## config.mk

```make
export PLATFORM = sky130hd
export DESIGN_NAME = mc_control_fsm
export DESIGN_NICKNAME = d
export VERILOG_FILES = /design/src/rtl/mc_ctrl_pkg.sv /design/src/rtl/mc_alu_op_decode.sv /design/src/rtl/mc_control_fsm.sv
export SDC_FILE = /design/constraint.sdc
export NUM_CORES = 1
export LEC_CHECK = 0
export ABC_AREA = 1
export CORE_UTILIZATION = 31
export CTS_CLUSTER_SIZE = 8
export DETAILED_ROUTE_END_ITERATION = 6
export HOLD_SLACK_MARGIN = 0.06
export PLACE_DENSITY = 0.55
export SYNTH_ARGS = -nofsm -noshare
export SYNTH_HDL_FRONTEND = slang
export SYNTH_SLANG_ARGS = --single-unit
```

## constraint.sdc

```tcl
create_clock -name clk -period 1.6 [get_ports clk]
set_input_delay 0.48 -clock clk [delete_from_list [all_inputs] [get_ports clk]]
set_output_delay 0.48 -clock clk [all_outputs]
set_load 0.01 [all_outputs]
```

## src/rtl/mc_ctrl_pkg.sv

```systemverilog
// Shared encodings for the multicycle MIPS32 control sequencer: state
// numbering, opcode values, ALU operation codes and datapath mux selects.
package mc_ctrl_pkg;

    typedef enum logic [3:0] {
        ST_RESET     = 4'd0,
        ST_FETCH     = 4'd1,
        ST_DECODE    = 4'd2,
        ST_MEM_ADDR  = 4'd3,
        ST_MEM_READ  = 4'd4,
        ST_MEM_WB    = 4'd5,
        ST_MEM_WRITE = 4'd6,
        ST_R_EXEC    = 4'd7,
        ST_R_WB      = 4'd8,
        ST_I_EXEC    = 4'd9,
        ST_I_WB      = 4'd10,
        ST_BRANCH    = 4'd11,
        ST_JUMP      = 4'd12,
        ST_HALT      = 4'd13
    } state_e;

    // Opcode field IR[31:26]
    localparam logic [5:0] OP_RTYPE = 6'b000000;
    localparam logic [5:0] OP_LW    = 6'b100011;
    localparam logic [5:0] OP_SW    = 6'b101011;
    localparam logic [5:0] OP_ADDI  = 6'b001000;
    localparam logic [5:0] OP_ANDI  = 6'b001100;
    localparam logic [5:0] OP_ORI   = 6'b001101;
    localparam logic [5:0] OP_SLTI  = 6'b001010;
    localparam logic [5:0] OP_BEQ   = 6'b000100;
    localparam logic [5:0] OP_J     = 6'b000010;

    // ALU operation select
    localparam logic [2:0] ALU_ADD   = 3'b000;
    localparam logic [2:0] ALU_SUB   = 3'b001;
    localparam logic [2:0] ALU_FUNCT = 3'b010;
    localparam logic [2:0] ALU_OR    = 3'b011;
    localparam logic [2:0] ALU_SLT   = 3'b100;
    localparam logic [2:0] ALU_AND   = 3'b101;

    // ALU B-input select
    localparam logic [1:0] SRC_B_RT      = 2'b00;
    localparam logic [1:0] SRC_B_FOUR    = 2'b01;
    localparam logic [1:0] SRC_B_IMM     = 2'b10;
    localparam logic [1:0] SRC_B_IMM_SH2 = 2'b11;

    // Next-PC select
    localparam logic [1:0] PC_SRC_ALU    = 2'b00;
    localparam logic [1:0] PC_SRC_ALUOUT = 2'b01;
    localparam logic [1:0] PC_SRC_JUMP   = 2'b10;

    // Dispatch target chosen in DECODE; unsupported opcodes park in HALT.
    function automatic state_e decode_next(input logic [5:0] op);
        state_e nxt;
        case (op)
            OP_RTYPE:                       nxt = ST_R_EXEC;
            OP_LW, OP_SW:                   nxt = ST_MEM_ADDR;
            OP_ADDI, OP_ANDI, OP_ORI,
            OP_SLTI:                        nxt = ST_I_EXEC;
            OP_BEQ:                         nxt = ST_BRANCH;
            OP_J:                           nxt = ST_JUMP;
            default:                        nxt = ST_HALT;
        endcase
        return nxt;
    endfunction

endpackage

```

## src/rtl/mc_alu_op_decode.sv

```systemverilog
// Maps the latched opcode of an immediate-format instruction onto the ALU
// operation it needs during I_EXEC.
module mc_alu_op_decode
    import mc_ctrl_pkg::*;
(
    input  logic [5:0] op_q,
    output logic [2:0] alu_op
);

    // Immediate-op to ALU-op table; anything unexpected falls back to add
    always_comb begin
        alu_op = ALU_ADD;
        case (op_q)
            OP_ADDI: alu_op = ALU_ADD;
            OP_ANDI: alu_op = ALU_AND;
            OP_ORI:  alu_op = ALU_OR;
            OP_SLTI: alu_op = ALU_SLT;
            default: alu_op = ALU_ADD;
        endcase
    end

endmodule

```

## src/rtl/mc_control_fsm.sv

```systemverilog
// Multicycle control sequencer: a Moore FSM stepping each instruction through
// fetch/decode/execute/memory/writeback, stalling on the shared memory's
// ready handshake and driving every datapath select and enable.
module mc_control_fsm
    import mc_ctrl_pkg::*;
(
    input  logic       clk,
    input  logic       rst_n,
    input  logic [5:0] opcode,
    input  logic       mem_ready,
    output logic       pc_write,
    output logic       pc_write_cond,
    output logic       ir_write,
    output logic       reg_write,
    output logic       mem_read,
    output logic       mem_write,
    output logic       i_or_d,
    output logic       mem_to_reg,
    output logic       reg_dst,
    output logic       alu_src_a,
    output logic [1:0] alu_src_b,
    output logic [2:0] alu_op,
    output logic [1:0] pc_source,
    output logic       retire,
    output logic       illegal_op
);

    state_e     state_q, state_d;
    logic [5:0] op_q, op_d;
    logic [2:0] imm_alu_op;

    mc_alu_op_decode u_alu_op_decode (
        .op_q   (op_q),
        .alu_op (imm_alu_op)
    );

    // State and latched opcode; asynchronous reset so requests drop at once
    always_ff @(posedge clk or negedge rst_n) begin
        if (!rst_n) begin
            state_q <= ST_RESET;
            op_q    <= 6'd0;
        end else begin
            state_q <= state_d;
            op_q    <= op_d;
        end
    end

    // Next-state: opcode is only captured in DECODE, mem_ready only in the
    // three memory-access states
    always_comb begin
        state_d = state_q;
        op_d    = op_q;
        case (state_q)
            ST_RESET:     state_d = ST_FETCH;
            ST_FETCH:     state_d = mem_ready ? ST_DECODE : ST_FETCH;
            ST_DECODE: begin
                op_d    = opcode;
                state_d = decode_next(opcode);
            end
            ST_MEM_ADDR: begin
                if (op_q == OP_LW)      state_d = ST_MEM_READ;
                else if (op_q == OP_SW) state_d = ST_MEM_WRITE;
                else                    state_d = ST_HALT;
            end
            ST_MEM_READ:  state_d = mem_ready ? ST_MEM_WB : ST_MEM_READ;
            ST_MEM_WB:    state_d = ST_FETCH;
            ST_MEM_WRITE: state_d = mem_ready ? ST_FETCH : ST_MEM_WRITE;
            ST_R_EXEC:    state_d = ST_R_WB;
            ST_R_WB:      state_d = ST_FETCH;
            ST_I_EXEC:    state_d = ST_I_WB;
            ST_I_WB:      state_d = ST_FETCH;
            ST_BRANCH:    state_d = ST_FETCH;
            ST_JUMP:      state_d = ST_FETCH;
            ST_HALT:      state_d = ST_HALT;
            // Unused encodings recover through RESET
            default:      state_d = ST_RESET;
        endcase
    end

    // Output decode from state (plus op_q / mem_ready where a state needs it)
    always_comb begin
        pc_write      = 1'b0;
        pc_write_cond = 1'b0;
        ir_write      = 1'b0;
        reg_write     = 1'b0;
        mem_read      = 1'b0;
        mem_write     = 1'b0;
        i_or_d        = 1'b0;
        mem_to_reg    = 1'b0;
        reg_dst       = 1'b0;
        alu_src_a     = 1'b0;
        alu_src_b     = SRC_B_RT;
        alu_op        = ALU_ADD;
        pc_source     = PC_SRC_ALU;
        retire        = 1'b0;
        illegal_op    = 1'b0;
        case (state_q)
            ST_FETCH: begin
                // PC+4 computed every wait cycle, committed only when IR loads
                mem_read  = 1'b1;
                alu_src_b = SRC_B_FOUR;
                alu_op    = ALU_ADD;
                ir_write  = mem_ready;
                pc_write  = mem_ready;
            end
            ST_DECODE: begin
                // Speculative branch target into ALUOut
                alu_src_b = SRC_B_IMM_SH2;
                alu_op    = ALU_ADD;
            end
            ST_MEM_ADDR: begin
                alu_src_a = 1'b1;
                alu_src_b = SRC_B_IMM;
                alu_op    = ALU_ADD;
            end
            ST_MEM_READ: begin
                i_or_d   = 1'b1;
                mem_read = 1'b1;
            end
            ST_MEM_WB: begin
                mem_to_reg = 1'b1;
                reg_write  = 1'b1;
                retire     = 1'b1;
            end
            ST_MEM_WRITE: begin
                i_or_d    = 1'b1;
                mem_write = 1'b1;
                retire    = mem_ready;
            end
            ST_R_EXEC: begin
                alu_src_a = 1'b1;
                alu_src_b = SRC_B_RT;
                alu_op    = ALU_FUNCT;
            end
            ST_R_WB: begin
                reg_dst   = 1'b1;
                reg_write = 1'b1;
                retire    = 1'b1;
            end
            ST_I_EXEC: begin
                alu_src_a = 1'b1;
                alu_src_b = SRC_B_IMM;
                alu_op    = imm_alu_op;
            end
            ST_I_WB: begin
                reg_write = 1'b1;
                retire    = 1'b1;
            end
            ST_BRANCH: begin
                alu_src_a     = 1'b1;
                alu_src_b     = SRC_B_RT;
                alu_op        = ALU_SUB;
                pc_write_cond = 1'b1;
                pc_source     = PC_SRC_ALUOUT;
                retire        = 1'b1;
            end
            ST_JUMP: begin
                pc_write  = 1'b1;
                pc_source = PC_SRC_JUMP;
                retire    = 1'b1;
            end
            ST_HALT: begin
                illegal_op = 1'b1;
            end
            default: begin
            end
        endcase
    end

endmodule

```

==> reports/metrics.csv, run 1 <==
stage;metric;value;unit
final_layout;final cell count without fillers;254;
timing;minimum clock period;2.00;ns
final_layout;most frequent cells in the layout;40 x buf_4, 26 x nand2_1, 22 x buf_6;
route;DR iter-0 viols;14;
global_routing;GRT Total Usage;23.3;%
synth;Syn Nets;151;
global_routing;global-route wire length before repair;4910;µm
worst_setup_path;worst reg2reg path depth;12;
floorplan;total core area;2540;µm²
timing;final hold vios;0;
route;vias per cell;4.60;
final_layout;Area Growth Syn to Fin;103;%
worst_setup_path;Critical Path Start;state_q[1];
route;routed vias;1169;
status;run status;complete, but fails checks;
pwr;Peak supply drop;1070;µV
floorplan;die height;54.5;µm
synth;sequential area share after synthesis;29.2;%
worst_setup_path;r2r startpoint;state_q[3];
route;WL per Instance;12.9;µm
worst_setup_path;Setup crit end kind;output port;
synth;post-synthesis sequential element count;10;
worst_setup_path;Crit path largest cell delay;0.40;ns
final_layout;Filler cells;214;
route;Top Layer Used;met4;
clocking;Root Buffer;clkbuf_4;
worst_setup_path;Buf/Inv on CP;3;
worst_setup_path;CP Capture Point;alu_op[2];
global_routing;largest net degree at the start of global routing;13;
floorplan;DIE AREA;2970;µm²
worst_setup_path;Req. time, crit path;1.12;ns
synth;Cell variety after synth;20;
synth;Cells after Synth;142;
synth;synthesized area;856;µm²
worst_setup_path;slowest CP cell;dfrtp_1;
synth;syn avg cell area;6.03;µm²
pwr;Gate power share;77.4;%
route;1st-pass router iterations;3;
pwr;Total Power;0.00283;W
timing;RSZ-0062 raised after global routing;true;
final_layout;Nets;235;
floorplan;site row count;18;
pwr;clock power share;5.8;%
pwr;P_int;0.00158;W
pwr;total leakage power;0.965;nW
synth;area leader, netlist;dfrtp_1;
pwr;Power Density;1630;nW/µm²
global_routing;antenna violations before repair;0;
route;DRT Wirelength;3290;µm
global_routing;vias in the first global route;1100;
clocking;Sink Count;10;
route;Post-route DRC;0;
timing;fmax;0.500;GHz
route;met3 routed WL;76;µm
clocking;CTS Buf Count;3;
synth;synth top area cells;dfrtp_1 29%, nand2_1 15%, inv_1 11%, nor2_1 11%, nand3_1 5.8%;
timing;Slew HR;71.3;%
worst_setup_path;WS Path Type;flip-flop to output port;
route;met2 wire length;1740;µm
timing;clock skew;0.00674;ns
pwr;P_sw;0.00125;W
timing;Worst-Margin Slew;0.429;ns
final_layout;ANT cells;0;
worst_setup_path;cell family with most CP delay;simple AND/OR/NAND/NOR gates;
status;failing checks;setup timing;
place;pre-CTS setup slack;-0.667;ns
pwr;Sw Ratio;44.2;%
worst_setup_path;CP max FO;3;
worst_setup_path;FF-to-FF End;state_q[3];
clocking;CTS max path bufs;2;
run;max-cap violations;0;
worst_setup_path;CP arrival;1.52;ns
floorplan;die width;54.5;µm
global_routing;total gr overflow;0;
place;Port Buf Inserts;27;
synth;share of the synthesized area in the top cell type;29.2;%
worst_hold_path;Hold Path Class;primary input to asynchronous set/reset pin;
clocking;CTS tree;built;
clocking;Worst-Skew Late Latency;0.26;ns
pwr;Flop pwr share;16.8;%
clocking;H-tree depth;1;
clocking;# hold bufs at CTS;0;
timing;Pins Over Slew Limit;0;
route;met1 WL;1400;µm
timing;final setup fails;19;
worst_setup_path;crit-path cells;inv_2, nand2_4, inv_4, nand2_2, nor2_2, nand4_1, a21oi_1, buf_2;
final_layout;leading cell type in the layout, fill and taps excluded;buf_4;
worst_setup_path;R2R Setup Slk;0.04;ns
timing;worst setup margin;-0.400;ns
place;global placer's final weighted congestion;0.859;
place;Post-DP HPWL;2210;µm
floorplan;IO Pins;28;
clocking;Worst-path clk slew;0.06;ns
synth;Synth Warn #;0;
floorplan;Initial Util;33.6;%
worst_setup_path;crit path launch type;flip-flop;
place;placed insts;239;
final_layout;share of cells above drive strength 1;53.6;%
worst_setup_path;Crit. path cell count;8;
route;Final ANT Viol Nets;0;
timing;Tcrit/Tclk final;125;%
[layer usage]
metal,up-vias,track usage [%]
li1,606,-
met1,530,28.6
met3,8,1.67
met4,0,7.69
met5,-,0
met2,25,42.3
[state kept, by name, indices dropped and copies added (netlist names)]
register and cells:
op_q 6, state_q 4
[synthesized netlist by cell type]
| library cell | number |
|---|---|
| o211ai_1 | 1 |
| buf_4 | 1 |
| o21bai_1 | 1 |
| nor3_2 | 1 |
| nand2_2 | 3 |
| dfrtp_1 | 10 |
| nor2_4 | 3 |
| nand2_1 | 34 |
| o21ai_0 | 9 |
| nor3_1 | 2 |
| inv_1 | 25 |
| nor2_2 | 3 |
| nand3_1 | 10 |
| buf_6 | 1 |
| inv_2 | 4 |
| nand4_1 | 5 |
| o21ai_1 | 1 |
| or2_2 | 2 |
| a21oi_1 | 2 |
| nor2_1 | 24 |
[metrics by stage]
step	cell area [µm²]	util, %	hold slack [ns]	TNS, ns
detailed placement	1470	57.6	0.556	-8.50
finish	1740	68.2	0.522	-4.49
global route	1740	68.2	0.565	-5.59
global placement	1470	57.6	0.542	-8.11
CTS	1630	64.0	0.536	-4.53
floorplan	862	-	0.184	0
[worst min-delay path by stage]
stage	startpoint	to	slack, ns	cells past startpoint
final	rst_n	op_q[2]	0.52	1
after detailed placement	op_q[5]	op_q[5]	0.56	2
after CTS	rst_n	op_q[2]	0.54	1
after global routing	rst_n	op_q[1]	0.56	1
after floorplan	rst_n	op_q[0]	0.18	0
after global placement	op_q[5]	op_q[5]	0.54	2
[power groups by stage]
stage	sequential (W)	clock, W	combinational, W
detailed placement	0.000455	0	0.00162
global placement	0.000452	0	0.00162
global route	0.000491	0.000181	0.00235
floorplan	0.000455	0	0.000684
finish	0.000477	0.000164	0.00219
CTS	0.000478	0.000170	0.00188
[cell type report]
type	instances	area, µm²	share of cell area [%]
inverter	29	116	6.70
clock buffer	3	22.5	1.30
sequential	10	253	14.6
multi-input combinational	101	617	35.5
tap	30	37.5	2.16
timing repair buffer	81	691	39.8
[repair_timing]
action | in CTS | in global routing
resized for setup | 121 | 28
setup endpoints to repair | 19 | 22
setup buffers | 8 | 8
pin swaps | 18 | 18
[kinds of logic (layout without fill, tap and decap cells)]
kind of cell           Yosys count  in the layout  synth area share, %
AOI/OAI and AO/OA               14             14                 8.77
buffers and inverters           31            113                 14.9
DFF                             10             10                 29.2
and+or+nand+nor                 87             87                 47.1
No activity file was read; power rests on OpenSTA's default activity.
==> run 2, diff against run 1 <==
--- a/config.mk
+++ b/config.mk
@@ -6,10 +6,10 @@
 export NUM_CORES = 1
 export LEC_CHECK = 0
 export ABC_AREA = 1
+export CORE_MARGIN = 2
 export CORE_UTILIZATION = 31
 export CTS_CLUSTER_SIZE = 8
 export DETAILED_ROUTE_END_ITERATION = 6
-export HOLD_SLACK_MARGIN = 0.06
 export PLACE_DENSITY = 0.55
 export SYNTH_ARGS = -nofsm -noshare
 export SYNTH_HDL_FRONTEND = slang
==> run 2 against run 1 <==
Compared with the run above: the run still ends with setup timing left; cell count grew 2.4%; first-iteration DRC count increased by 140%; combinational power grew 4%; via count up 7.1%; non-clock buffer count is 4 higher; sequential share of layout area fell by 0.40 points; power rose by 5.6%; critical path type unchanged; highest routed layer unchanged.
==> reports/metrics.csv, run 2 (synthesis gave the netlist of run 1 again) <==
stage;metric;value;unit;change
global_routing;GRT Total Usage;19.0;%;was 23.3%
pwr;Flop pwr share;16.4;%;was 16.8%
worst_setup_path;FF-to-FF End;state_q[3];;unchanged
clocking;H-tree depth;1;;unchanged
worst_setup_path;worst reg2reg path depth;14;;was 12
pwr;Sw Ratio;43.4;%;was 44.2%
pwr;Total Power;0.00299;W;was 0.00283 W
global_routing;GR Util met3;1.84;%;was 1.67%
pwr;P_sw;0.00130;W;was 0.00125 W
place;Port Buf Inserts;27;;unchanged
worst_setup_path;WS Path Type;flip-flop to output port;;unchanged
place;global placer's final weighted congestion;0.814;;was 0.859
global_routing;met1 global-route usage;23.3;%;was 28.6%
final_layout;leading cell type in the layout, fill and taps excluded;buf_4;;unchanged
route;routed vias;1252;;was 1,169
floorplan;Initial Util;31.9;%;was 33.6%
route;DR iter-0 viols;33;;was 14
route;Post-route DRC;0;;unchanged
clocking;Worst-path clk slew;0.07;ns;was 0.06 ns
timing;Worst-Margin Slew;0.443;ns;was 0.429 ns
route;DRT Wirelength;3410;µm;was 3290 µm
global_routing;Top Usage Layer GRT;met2;;unchanged
route;vias per cell;4.82;;was 4.60
clocking;CTS Buf Count;3;;unchanged
timing;Hold WS;0.519;ns;was 0.522 ns
worst_setup_path;CP arrival;1.51;ns;was 1.52 ns
timing;final setup fails;20;;was 19
global_routing;global-route wire length before repair;4800;µm;was 4910 µm
final_layout;share of cells above drive strength 1;54.6;%;was 53.6%
pwr;Peak supply drop;1240;µV;was 1070 µV
worst_setup_path;crit path launch type;flip-flop;;unchanged
floorplan;die width;56.5;µm;was 54.5 µm
floorplan;site row count;19;;was 18
worst_setup_path;Req. time, crit path;1.12;ns;about the same
final_layout;fin util;66.5;%;was 68.2%
worst_setup_path;Crit path largest cell delay;0.46;ns;was 0.40 ns
final_layout;Nets;239;;was 235
timing;RSZ-0062 raised after global routing;true;;unchanged
route;Final ANT Viol Nets;0;;unchanged
final_layout;ANT cells;0;;unchanged
global_routing;antenna violations before repair;0;;unchanged
clocking;Worst-Skew Late Latency;0.27;ns;was 0.26 ns
pwr;total leakage power;0.983;nW;was 0.965 nW
final_layout;Area Growth Syn to Fin;109;%;was 103%
timing;Slew HR;70.4;%;was 71.3%
route;1st-pass router iterations;4;;was 3
clocking;CTS max path bufs;2;;unchanged
pwr;Gate power share;76.1;%;was 77.4%
floorplan;IO Pins;28;;unchanged
global_routing;total gr overflow;0;;unchanged
final_layout;Reg with most FFs;op_q;;unchanged
floorplan;DIE AREA;3200;µm²;was 2970 µm²
clocking;Sink Count;10;;unchanged
final_layout;Filler cells;231;;was 214
timing;final hold vios;0;;unchanged
global_routing;largest net degree at the start of global routing;13;;unchanged
global_routing;GRT met2 Usage;33.7;%;was 42.3%
pwr;clock power share;7.5;%;was 5.8%
worst_setup_path;R2R Setup Slk;-0.25;ns;was 0.04 ns
worst_setup_path;r2r startpoint;state_q[2];;was state_q[3]
place;Post-DP HPWL;2120;µm;was 2210 µm
global_routing;vias in the first global route;1125;;was 1,100
pwr;Power Density;1680;nW/µm²;was 1630 nW/µm²
worst_setup_path;slowest CP cell;dfrtp_2;;was dfrtp_1
floorplan;die height;56.5;µm;was 54.5 µm
floorplan;total core area;2690;µm²;was 2540 µm²
clocking;# hold bufs at CTS;0;;unchanged
route;WL per Instance;13.1;µm;was 12.9 µm
status;failing checks;setup timing;;unchanged
timing;Tcrit/Tclk final;124;%;was 125%
clocking;CTS tree;built;;unchanged
timing;worst setup margin;-0.391;ns;was -0.400 ns
run;max-cap violations;0;;unchanged
worst_setup_path;crit-path cells;nor2_4, nand2_2, nor2_2, nand4_1, o21bai_1, buf_2;;was inv_2, nand2_4, inv_4, nand2_2, nor2_2, nand4_1, a21oi_1, buf_2
timing;minimum clock period;1.99;ns;was 2.00 ns
worst_setup_path;CP max FO;4;;was 3
clocking;Root Buffer;clkbuf_4;;unchanged
worst_hold_path;Hold Path Class;primary input to asynchronous set/reset pin;;unchanged
worst_setup_path;Setup crit end kind;output port;;unchanged
final_layout;max FFs per register;6;;unchanged
status;run status;complete, but fails checks;;unchanged
timing;Pins Over Slew Limit;0;;unchanged
timing;fmax;0.502;GHz;was 0.500 GHz
final_layout;most frequent cells in the layout;48 x buf_4, 26 x nand2_1, 18 x buf_6;;was 40 x buf_4, 26 x nand2_1, 22 x buf_6
pwr;P_int;0.00169;W;was 0.00158 W
timing;clock skew;0.00799;ns;was 0.00674 ns
final_layout;Regs by FF count;op_q: 6 flops, state_q: 4 flops;;unchanged
-- run 2: cell types whose count changed in the layout (fill, tap and decap cells not counted), moves of 3 or more --
cell	delta
nor2_4	+3
nor2_2	-3
buf_6	-4
buf_4	+8
-- run 2: worst max-delay path by stage --
| stage | startpoint | cells after the start | slack, ns | endpoint |
|---|---|---|---|---|
| after floorplan | state_q[2] | 5 | 0.02 | alu_op[2] |
| after global placement | mem_ready | 5 | -0.66 | pc_write |
| after detailed placement | mem_ready | 5 | -0.67 | pc_write |
| after CTS | state_q[1] | 8 | -0.37 | alu_op[1] |
| after global routing | state_q[2] | 6 | -0.47 | alu_op[2] |
| final | state_q[2] | 6 | -0.39 | alu_op[1] |
-- run 2: routing by layer --
metal  share of wire, %  vias up  wire, µm
met5                  0        -         0
met4                2.8        0        95
met3                3.4       15       115
met2                 52       45      1790
met1                 41      578      1410
li1                   -      614         -
-- run 2: final cells by class --
| class | instances | area (µm²) | area share (%) |
|---|---|---|---|
| Tap cell | 31 | 38.8 | 2.17 |
| Timing Repair Buffer | 85 | 712 | 39.9 |
| Sequential cell | 10 | 253 | 14.2 |
| Multi-Input combinational cell | 101 | 619 | 34.7 |
| Inverter | 29 | 126 | 7.08 |
| Clock buffer | 4 | 36.3 | 2.03 |
-- run 2: power groups by stage --
stage / registers (W) / clock network, W / logic, W
4_1_cts: 0.000468 / 0.000230 / 0.00177
6_report: 0.000489 / 0.000225 / 0.00228
2_1_floorplan: 0.000455 / 0 / 0.000684
3_3_place_gp: 0.000451 / 0 / 0.00157
5_1_grt: 0.000502 / 0.000252 / 0.00244
3_5_place_dp: 0.000453 / 0 / 0.00158
-- run 2: critical path, delay by kind of cell, from the launching register on --
kind / cells / cell delay [ns]
AO/OA/AOI/OAI: 1 / 0.16
AND/OR/NAND/NOR: 4 / 0.49
buffers and inverters: 1 / 0.15
flip-flops: 1 / 0.46
-- run 2: through the flow --
step                TNS, ns  std cells  setup WS (ns)  instance area [µm²]
floorplan                 0        142         0.0199                  862
finish                -5.29        260         -0.391                 1790
global placement      -7.99        238         -0.656                 1450
detailed placement    -8.19        238         -0.672                 1450
CTS                   -4.71        252         -0.370                 1610
global route          -6.69        260         -0.472                 1790
-- run 2: what timing repair did --
action / in CTS / in global routing
gates cloned: 0 / 0
setup endpoints to repair: 19 / 20
resized for setup: 106 / 44
setup buffers: 10 / 11
pin swaps: 9 / 17
